### src/rtl/fb_ram_arbiter.sv
// fb_ram_arbiter: single-port frame-buffer RAM arbiter between a video
// scan-out reader (priority) and a CPU read/write port.
//
// Optional feature: define FB_ARB_STARVE_GUARD_EN to enable the CPU
// starvation guard (STARVE_LIMIT consecutive denials force one CPU grant).
// Default build: pure video priority, vid_miss held at 0.
//
// Ports:
//   clk, reset            single clock, synchronous active-high reset
//   vid_req/vid_addr      scan-out read request and address
//   vid_rdata/vid_valid   registered read data and its one-cycle strobe
//   vid_miss              one-cycle pulse when a video request is denied
//   cpu_req/we/addr/wdata CPU request, held until cpu_ack
//   cpu_ack/cpu_rdata     completion pulse and registered read data
//   ram_addr/ram_we/ram_oe/ram_wdata/ram_rdata  RAM side (async read)
module fb_ram_arbiter #(
  parameter int unsigned A            = 12,
  parameter int unsigned D            = 8,
  parameter int unsigned STARVE_LIMIT = 15
) (
  input  logic         clk,
  input  logic         reset,
  input  logic         vid_req,
  input  logic [A-1:0] vid_addr,
  output logic [D-1:0] vid_rdata,
  output logic         vid_valid,
  output logic         vid_miss,
  input  logic         cpu_req,
  input  logic         cpu_we,
  input  logic [A-1:0] cpu_addr,
  input  logic [D-1:0] cpu_wdata,
  output logic         cpu_ack,
  output logic [D-1:0] cpu_rdata,
  output logic [A-1:0] ram_addr,
  output logic         ram_we,
  output logic [D-1:0] ram_wdata,
  output logic         ram_oe,
  input  logic [D-1:0] ram_rdata
);

  typedef enum logic [1:0] {ST_IDLE, ST_VID, ST_CPU} state_e;

  // Elaboration-time range check of the starvation limit (4-bit counter).
  if (STARVE_LIMIT < 1 || STARVE_LIMIT > 15) begin : g_bad_limit
    $error("fb_ram_arbiter: STARVE_LIMIT must be in 1..15");
  end

  state_e         state_q,     state_d;
  logic           busy_q,      busy_d;
  logic [A-1:0]   ram_addr_q,  ram_addr_d;
  logic           ram_we_q,    ram_we_d;
  logic [D-1:0]   ram_wdata_q, ram_wdata_d;
  logic [D-1:0]   vid_rdata_q, vid_rdata_d;
  logic           vid_valid_q, vid_valid_d;
  logic           vid_miss_q,  vid_miss_d;
  logic           cpu_ack_q,   cpu_ack_d;
  logic [D-1:0]   cpu_rdata_q, cpu_rdata_d;

  logic           cpu_pend;
  logic           grant_vid;
  logic           grant_cpu;

`ifdef FB_ARB_STARVE_GUARD_EN
  logic [3:0]     starve_q, starve_d;
`endif

  // A request seen in the ack cycle is the same transaction still held high.
  assign cpu_pend = cpu_req && !busy_q && !cpu_ack_q;

  // Grant decision.
`ifdef FB_ARB_STARVE_GUARD_EN
  assign grant_cpu = cpu_pend && (!vid_req || (starve_q >= 4'(STARVE_LIMIT)));
`else
  assign grant_cpu = cpu_pend && !vid_req;
`endif
  assign grant_vid = vid_req && !grant_cpu;

  // Next-state and registered-output logic.
  always_comb begin
    state_d     = ST_IDLE;
    busy_d      = 1'b0;
    ram_addr_d  = ram_addr_q;
    ram_we_d    = 1'b0;
    ram_wdata_d = '0;
    vid_rdata_d = vid_rdata_q;
    vid_valid_d = 1'b0;
    vid_miss_d  = 1'b0;
    cpu_ack_d   = 1'b0;
    cpu_rdata_d = cpu_rdata_q;
`ifdef FB_ARB_STARVE_GUARD_EN
    starve_d    = starve_q;
`endif

    if (grant_vid) begin
      state_d    = ST_VID;
      ram_addr_d = vid_addr;
    end else if (grant_cpu) begin
      state_d     = ST_CPU;
      busy_d      = 1'b1;
      ram_addr_d  = cpu_addr;
      ram_we_d    = cpu_we;
      ram_wdata_d = cpu_we ? cpu_wdata : '0;
    end

`ifdef FB_ARB_STARVE_GUARD_EN
    vid_miss_d = vid_req && grant_cpu;
    if (grant_cpu) begin
      starve_d = '0;
    end else if (cpu_pend && (starve_q != 4'hF)) begin
      starve_d = starve_q + 4'd1;
    end
`endif

    // Completion of the access that occupied the current cycle.
    case (state_q)
      ST_VID: begin
        vid_valid_d = 1'b1;
        vid_rdata_d = ram_rdata;
      end
      ST_CPU: begin
        cpu_ack_d = 1'b1;
        if (!ram_we_q) begin
          cpu_rdata_d = ram_rdata;
        end
      end
      default: ;
    endcase
  end

  // State register.
  always_ff @(posedge clk) begin
    if (reset) begin
      state_q     <= ST_IDLE;
      busy_q      <= 1'b0;
      ram_addr_q  <= '0;
      ram_we_q    <= 1'b0;
      ram_wdata_q <= '0;
      vid_rdata_q <= '0;
      vid_valid_q <= 1'b0;
      vid_miss_q  <= 1'b0;
      cpu_ack_q   <= 1'b0;
      cpu_rdata_q <= '0;
`ifdef FB_ARB_STARVE_GUARD_EN
      starve_q    <= '0;
`endif
    end else begin
      state_q     <= state_d;
      busy_q      <= busy_d;
      ram_addr_q  <= ram_addr_d;
      ram_we_q    <= ram_we_d;
      ram_wdata_q <= ram_wdata_d;
      vid_rdata_q <= vid_rdata_d;
      vid_valid_q <= vid_valid_d;
      vid_miss_q  <= vid_miss_d;
      cpu_ack_q   <= cpu_ack_d;
      cpu_rdata_q <= cpu_rdata_d;
`ifdef FB_ARB_STARVE_GUARD_EN
      starve_q    <= starve_d;
`endif
    end
  end

  // Write strobe is masked by reset so an in-flight write cannot land on
  // the same edge that discards it.
  assign ram_we    = ram_we_q && !reset;
  assign ram_oe    = ram_we;
  assign ram_wdata = ram_oe ? ram_wdata_q : '0;

  assign ram_addr  = ram_addr_q;
  assign vid_rdata = vid_rdata_q;
  assign vid_valid = vid_valid_q;
  assign vid_miss  = vid_miss_q;
  assign cpu_ack   = cpu_ack_q;
  assign cpu_rdata = cpu_rdata_q;

endmodule
### config.mk
export PLATFORM = sky130hd
export DESIGN_NAME = fb_ram_arbiter
export DESIGN_NICKNAME = d
export VERILOG_FILES = /design/src/rtl/fb_ram_arbiter.sv
export SDC_FILE = /design/constraint.sdc
export NUM_CORES = 1
export LEC_CHECK = 0
export BUFFER_PORTS_ARGS = -buffer_cell sky130_fd_sc_hd__buf_2
export CAP_MARGIN = 40
export CORE_AREA = 2 2 66 68
export DETAILED_ROUTE_END_ITERATION = 7
export DIE_AREA = 0 0 68 70
export GPL_ROUTABILITY_DRIVEN = 0
export PLACE_DENSITY = 0.72
export SETUP_SLACK_MARGIN = 0.05
export SLEW_MARGIN = 5
export SYNTH_ARGS = -nofsm -noshare
export SYNTH_HDL_FRONTEND = slang
export SYNTH_SLANG_ARGS = --single-unit
### constraint.sdc
create_clock -name clk -period 1.6 [get_ports clk]
set_input_delay 0 -clock clk [delete_from_list [all_inputs] [get_ports clk]]
set_output_delay 0 -clock clk [all_outputs]
set_load 0.01 [all_outputs]
# After elaboration in Yosys (flattened, before gate mapping)
# Cells that the tools add are included.
dict set report classes {
  eq_ne 2
  bitwise 3
  mux 8
  n_reduce_logical 15
}
# cell count
set ops {}
lappend ops {{$mux W12} 2}
lappend ops {{$mux W8} 1}
lappend ops {{$logic_and A1 B1 Y1} 5}
lappend ops {{$logic_not A1 Y1} 5}
lappend ops {{$mux W1} 4}
lappend ops {{$reduce_or A4 Y1} 1}
lappend ops {{$not A1 Y1} 3}
lappend ops {{$reduce_or A3 Y1} 1}
lappend ops {{$eq A2 B1 Y1 const B} 1}
lappend ops {{$eq A2 B2 Y1 const B} 1}
lappend ops {{$mux W2} 1}
lappend ops {{$reduce_and A2 Y1} 1}
lappend ops {{$reduce_bool A2 Y1} 1}
lappend ops {{$reduce_or A2 Y1} 1}
dict set report word_totals {
  output_inout_bits 41
  word_cells 38
  inputBits 45
  register_bits 42
}

# Longest topological paths before layout
# Gate-level depths: netlist of run 1.
dict set report logic_depth {
  depth_word 7
  ltp_mapped 4
  mapped_depth_nobuf 3
}

# Worst setup path after synthesis of run 1
# Ideal clock, no wire load.
dict set report synth_path {
  kind {reg2reg}
  startpoint {register cpu_ack_q, in the netlist cpu_ack}
  endpoint {register ram_addr_q[0], in the netlist ram_addr[0]}
  path_buffers 1
  path_slack_ns 0.283
  setup_ns 0.134
  period_less_slack_ns 1.317
  arrival_ns 1.183
  path_stages_with_launch 5
  required_time_ns 1.466
  cell_sequence {dfxtp_1 > or3b_4 > or2b_1 > buf_2 > a211oi_1}
}
dict set report synth_between {
  elab_chain_len 6
  word_cells_on_any_way 7
  classes_between {mux (1); reduce/logical (6)}
}
# element line_no
set synth_lines {}
lappend synth_lines {{start: declaration} 56} ;# logic cpu_ack_q, cpu_ack_d;
lappend synth_lines {{start signal: assignment} 155} ;# cpu_ack_q <= cpu_ack_d;
lappend synth_lines {{$logic_not A1 Y1 (*)} 68} ;# assign cpu_pend = cpu_req && !busy_q && !cpu_ack_q;
lappend synth_lines {{$logic_and A1 B1 Y1 (*)} 68}
lappend synth_lines {{$logic_and A1 B1 Y1 (*)} 74} ;# assign grant_cpu = cpu_pend && !vid_req;
lappend synth_lines {{$logic_not A1 Y1} 76} ;# assign grant_vid = vid_req && !grant_cpu;
lappend synth_lines {{$logic_and A1 B1 Y1} 76}
lappend synth_lines {{$mux W12 / $reduce_bool A2 Y1 (equally long branches)} --}
lappend synth_lines {{end signal: assignment} 149} ;# ram_addr_q <= ram_addr_d;
lappend synth_lines {{end: declaration} 50} ;# logic [A-1:0] ram_addr_q, ram_addr_d;
# Every way passes the cells marked *; elsewhere a longest branch is shown, timed or not.
# A chain may end at the register's enable or synchronous reset.

==> results.cfg, run 1 <==
[floorplanning]
die_h_um = 70
io_pins = 86
start_util = 0.381
dieArea_sq_um = 4760
die_w_um = 68
row_count = 24
core_area_sq_um = 4140

[synthesis]
synth_flop_cell = dfxtp_1
synth_cell_types = 20
synth_seq_cells = 41
avgSynthCellArea_sq_um = 9.80
ys_seq_area_frac = 0.520
synthArstFlopShare = 0
synth_nets = 206
syn_area_sq_um = 1580
synthCells = 161
synth_warnings = 0
synth_edf_count = 0

[sta]
finalHoldViolCount = 0
slew_headroom = 0.587
worstMarginPinSlew_ns = 0.620
finalSetupViolations = 0
finalClockSkew_ns = 0.00490
fin_crit_ns = 1.40
tns_ns = 0
min_period_over_period = 0.878
maxSlewViolCount = 0
rsz0062_at_grt = false
max_freq_mhz = 712
hold_ws_ns = 0.0560

[grt]
grt_pass1_vias = 1327
antenna_found_initial = 0
grt_use_total = 0.165
grt_max_degree = 29
grt_pass1_wl_um = 5940
grt_overflow = 0

[detailed_routing]
first_iter_violations = 66
dr.pass1.iters = 4
drc_errors = 0
vias = 1407
viasPerCell = 4.55
wl_um = 3620
routedWlPerCell_um = 11.7
final_antenna_net_count = 0

[setup_path]
reg2reg_setup_slack_ns = 0.20
reg2reg_to = ram_wdata_q[6]
max_stage_delay_ns = 0.41
path_cells = or3b_4 -> nor4b_4 -> and2_1
cp-end-kind = register
critical_path_class = register to register
start_kind = register
r2r_cells = 3
crit_fanout = 9
crit_arrival_ns = 1.62
crit_slowest_cell = or3b_4
crit_start = state_q[1]
rr_startpoint = state_q[1]
endpoint = ram_wdata_q[6]
required_ns = 1.82

[finish]
multi_input_area_sq_um = 693
regArea_sq_um = 821
nFillCells = 375
drive_above_1_share = 0.385
mostFrequentLayoutCell = buf_2
diodes = 0
layout.nets = 302
areaGrowthSynthToFinish_pct = 45.5
mostFrequentLayoutCells = buf_2 (84), dfxtp_1 (41), mux2i_1 (20)

[power]
leakage_nw = 1.10
vdd_drop_max_mv = 0.476
power.density_nw_per_um2 = 942

[placement]
portBuffers = 84
dp_hpwl_um = 2550

[cts]
clock_latency_ns = 0.28
tritoncts = built
clockRootBuffer = clkbuf_8
clk_pin_slew_worst_paths_ns = 0.07
cts_max_path_buffers = 2
htreeDepth = 2
cts.sinks = 41
cts_made_buffers = 5

[hold_path]
hold_class = input pin to register

[run_status]
status = finished, final reports clean

[job]
maxCapViolations = 0
-- worst min path at each step --
stage          cells past startpoint  slack (ns)    startpoint             end
3_5_place_dp                       2        0.21  cpu_wdata[3]  ram_wdata_q[3]
5_1_grt                            3        0.05   cpu_addr[6]     ram_addr[6]
4_1_cts                            2       0.003        cpu_we        ram_we_q
2_1_floorplan                      1        0.12  cpu_wdata[0]  ram_wdata_q[0]
3_3_place_gp                       2        0.20  cpu_wdata[1]  ram_wdata_q[1]
6_report                           3        0.06   cpu_addr[1]     ram_addr[1]
-- sequential cells by signal, summed over array words and instances, names as in the netlist --
signal	flops
cpu_rdata	8
cpu_ack	1
vid_rdata	8
state_q	2
ram_we_q	1
ram_addr	12
vid_valid	1
ram_wdata_q	8
-- synthesized netlist by cell type, types with 2 or more instances --
cell type	instances	area share
nor2_1	9	0.021
dfxtp_1	41	0.52
and2_1	16	0.063
buf_4	3	0.014
buf_2	4	0.013
nor2b_1	2	0.0079
nor3b_1	3	0.014
nand2_1	16	0.038
clkbuf_1	5	0.012
nor3_1	13	0.041
mux2i_1	20	0.13
a21oi_1	8	0.025
a211oi_1	12	0.057
buf_1	3	0.0071
-- where the power goes --
part	total [W]	internal [W]	leakage, nW	switching (W)
Combinational	0.000296	0.000155	0.714	0.000141
Clock	0.000773	0.000453	0.0540	0.000320
Sequential	0.00109	0.00107	0.336	0.0000247
Total	0.00216	0.00168	1.10	0.000486
-- repair_timing --
action,CTS,global route
setup buffers,0,0
hold buffers,16,1
resized for setup,0,2
endpoints found under the hold margin,24,1
setup endpoints to repair,0,4
-- layer usage --
| metal | track usage | part of all wire | vias to the layer above |
|---|---|---|---|
| met1 | 0.188 | 0.43 | 615 |
| met3 | 0.0580 | 0.076 | 2 |
| met2 | 0.282 | 0.49 | 56 |
| li1 | - | - | 734 |
| met5 | 0 | 0 | - |
| met4 | 0.0533 | 0.0075 | 0 |
-- cells by family (layout without fill, tap and decap cells) --
group,count (synthesis),count (layout),synth area share
other,1,1,0.00238
DFF,41,41,0.520
buffers and inverters,15,111,0.0460
AOI/OAI and AO/OA,20,20,0.0825
muxes,20,20,0.127
and+or+nand+nor,64,64,0.222
-- worst max-delay path: cells and delay by family (launching register included) --
| family | cells | cell delay, ns |
|---|---|---|
| AND/OR/NAND/NOR | 3 | 0.99 |
| flip-flops | 1 | 0.35 |
-- area by class of cell --
| type | instances | share of cell area |
|---|---|---|
| Clock buffer | 5 | 0.0300 |
| Clock inverter | 2 | 0.0153 |
| Multi-Input combinational cell | 105 | 0.302 |
| Sequential cell | 41 | 0.357 |
| Tap cell | 52 | 0.0283 |
| Timing Repair Buffer | 104 | 0.267 |
-- through the flow --
| step | setup slack (ns) | cell area, sq um | power, W | cells | utilization |
|---|---|---|---|---|---|
| after floorplan | 0.283 | 1580 | 0.00127 | 161 | - |
| after global placement | 0.188 | 2020 | 0.00138 | 285 | 0.487 |
| after detailed placement | 0.159 | 2020 | 0.00138 | 285 | 0.487 |
| after CTS | 0.141 | 2280 | 0.00219 | 308 | 0.551 |
| after global routing | 0.0758 | 2300 | 0.00228 | 309 | 0.554 |
| final | 0.195 | 2300 | 0.00216 | 309 | 0.554 |
No activity file was read; power rests on OpenSTA's default activity.
==> run 2: changes to the inputs <==
- BUFFER_PORTS_ARGS: -buffer_cell sky130_fd_sc_hd__buf_2 -> default
- DONT_BUFFER_PORTS: default -> 1
- MAX_ROUTING_LAYER: default -> met4
- PLACE_DENSITY: 0.72 -> default
==> run 2 against run 1 <==
Critical path type unchanged. Via count fell by 7.8%. Sequential share of layout area increased by 1.6 points. Critical path depth unchanged. Critical endpoint is now ram_wdata_q[4]. Maximum frequency decreased by 5.0%. Combinational power down 15%. Largest power group unchanged. Utilization is 2.4 points lower.
==> results.cfg, run 2 (synthesis results as in run 1) <==
[setup_path]
crit_fanout = 9
cp-end-kind = register
rr_startpoint = cpu_ack
crit_slowest_cell = or3b_4
crit_family = simple AND/OR/NAND/NOR gates
r2r_cells = 3
max_stage_delay_ns = 0.43
reg2reg_setup_slack_ns = 0.12
crit_start = cpu_ack
path_buf_inv = 0
endpoint = ram_wdata_q[4]
start_kind = register
required_ns = 1.83
cp.depth = 3
path_cells = or3b_4 -> nor4b_4 -> and2_1
critical_path_class = register to register
crit_arrival_ns = 1.71
reg2reg_to = ram_wdata_q[4]

[floorplanning]
io_pins = 86
row_count = 24
die_w_um = 68
core_area_sq_um = 4140
start_util = 0.381
die_h_um = 70
dieArea_sq_um = 4760

[cts]
htreeDepth = 2
clockRootBuffer = clkbuf_8
clk_pin_slew_worst_paths_ns = 0.08
tritoncts = built
cts_max_path_buffers = 2
cts.sinks = 41
clock_latency_ns = 0.29
cts_made_buffers = 5

[power]
p_int_w = 0.00172
vdd_drop_max_mv = 0.407
power_frac_comb = 0.114
power.density_nw_per_um2 = 1010
switching_power_w = 0.000502
switching_share = 0.226
leakage_nw = 0.857
power.share.clock = 0.381
p_seq_frac = 0.505

[sta]
finalSetupViolations = 0
maxSlewViolCount = 0
max_freq_mhz = 676
finalHoldViolCount = 0
fin_crit_ns = 1.48
tns_ns = 0
min_period_over_period = 0.924
finalClockSkew_ns = 0.00767
rsz0062_at_grt = false

[job]
maxCapViolations = 0

[finish]
fin_util = 0.530
mostFrequentLayoutCell = dlygate4sd3_1
instances_no_fill = 256
largest_reg_flops = 12
layout.nets = 248
areaGrowthSynthToFinish_pct = 39.2
diodes = 0
drive_above_1_share = 0.0735
mostFrequentLayoutCells = dlygate4sd3_1 (45), dfxtp_1 (41), mux2i_1 (20)
fin_area_sq_um = 2200

[hold_path]
hold_class = input pin to register

[grt]
grt_overflow = 0
grt_max_degree = 34
antenna_found_initial = 0
grt_pass1_vias = 1348
grt_use_total = 0.177
grt_pass1_wl_um = 6100

[placement]
dp_hpwl_um = 2410
portBuffers = 0
place_inst = 201
placed_cell_area_sq_um = 1590

[detailed_routing]
first_iter_violations = 43
vias = 1297
routedWlPerCell_um = 15.9
dr.pass1.iters = 4
final_antenna_net_count = 0
drc_errors = 0
wl_um = 4070
viasPerCell = 5.07

[run_status]
status = finished, final reports clean
run 2: changes by cell type in the layout (fill, tap and decap cells not counted), sizes merged:
cell         change
dlygate4sd3     +28
buf             -82
clkinv           -1
clkbuf           +2
run 2: timing repair:
action,CTS,global route
setup endpoints to repair,0,8
buffers inserted,0,0
resized for setup,0,1
endpoints found under the hold margin,41,0
hold buffers,46,0
run 2: worst min-delay path by stage:
stage | start | to | slack, ns | cells after the start
after floorplan | cpu_wdata[0] | ram_wdata_q[0] | 0.12 | 1
after global placement | reset | vid_rdata[2] | 0.08 | 1
after detailed placement | reset | state_q[0] | 0.08 | 1
after CTS | cpu_req | state_q[1] | 0.02 | 2
after global routing | cpu_req | state_q[1] | 0.02 | 2
final | cpu_req | state_q[1] | 0.03 | 2
run 2: per-stage QoR:
stage / hold slack (ns) / worst slack (ns) / power (W)
after floorplan: 0.122 / 0.283 / 0.00127
after global placement: 0.0760 / 0.188 / 0.00126
after detailed placement: 0.0776 / 0.131 / 0.00127
after CTS: 0.0157 / 0.108 / 0.00224
after global routing: 0.0213 / 0.0783 / 0.00232
final: 0.0265 / 0.121 / 0.00222
run 2: worst register-to-register path: cells and delay by family (launching register included):
family           cells  cell delay (ns)
AND/OR/NAND/NOR      3             1.05
flip-flops           1             0.36
run 2: routing by layer:
metal  up-vias  share of wire  track usage
met5         -              0            -
met3         9          0.083       0.0692
met1       604           0.38        0.176
met2        59           0.51        0.305
li1        625              -            -
met4         0          0.023       0.0600
run 2: area by class of cell:
type	count	area, sq um
multi-input combinational	105	686
clock buffer	7	86.3
clock inverter	1	30.0
fill	374	1950
sequential	41	821
timing repair buffer	50	508
tap	52	65.1
run 2: power by group through the flow:
| stage | clock, W | combinational, W | sequential (W) |
|---|---|---|---|
| 2_1_floorplan | 0 | 0.000130 | 0.00114 |
| 3_3_place_gp | 0 | 0.000115 | 0.00115 |
| 3_5_place_dp | 0 | 0.000123 | 0.00115 |
| 4_1_cts | 0.000875 | 0.000244 | 0.00112 |
| 5_1_grt | 0.000919 | 0.000273 | 0.00113 |
| 6_report | 0.000847 | 0.000253 | 0.00112 |
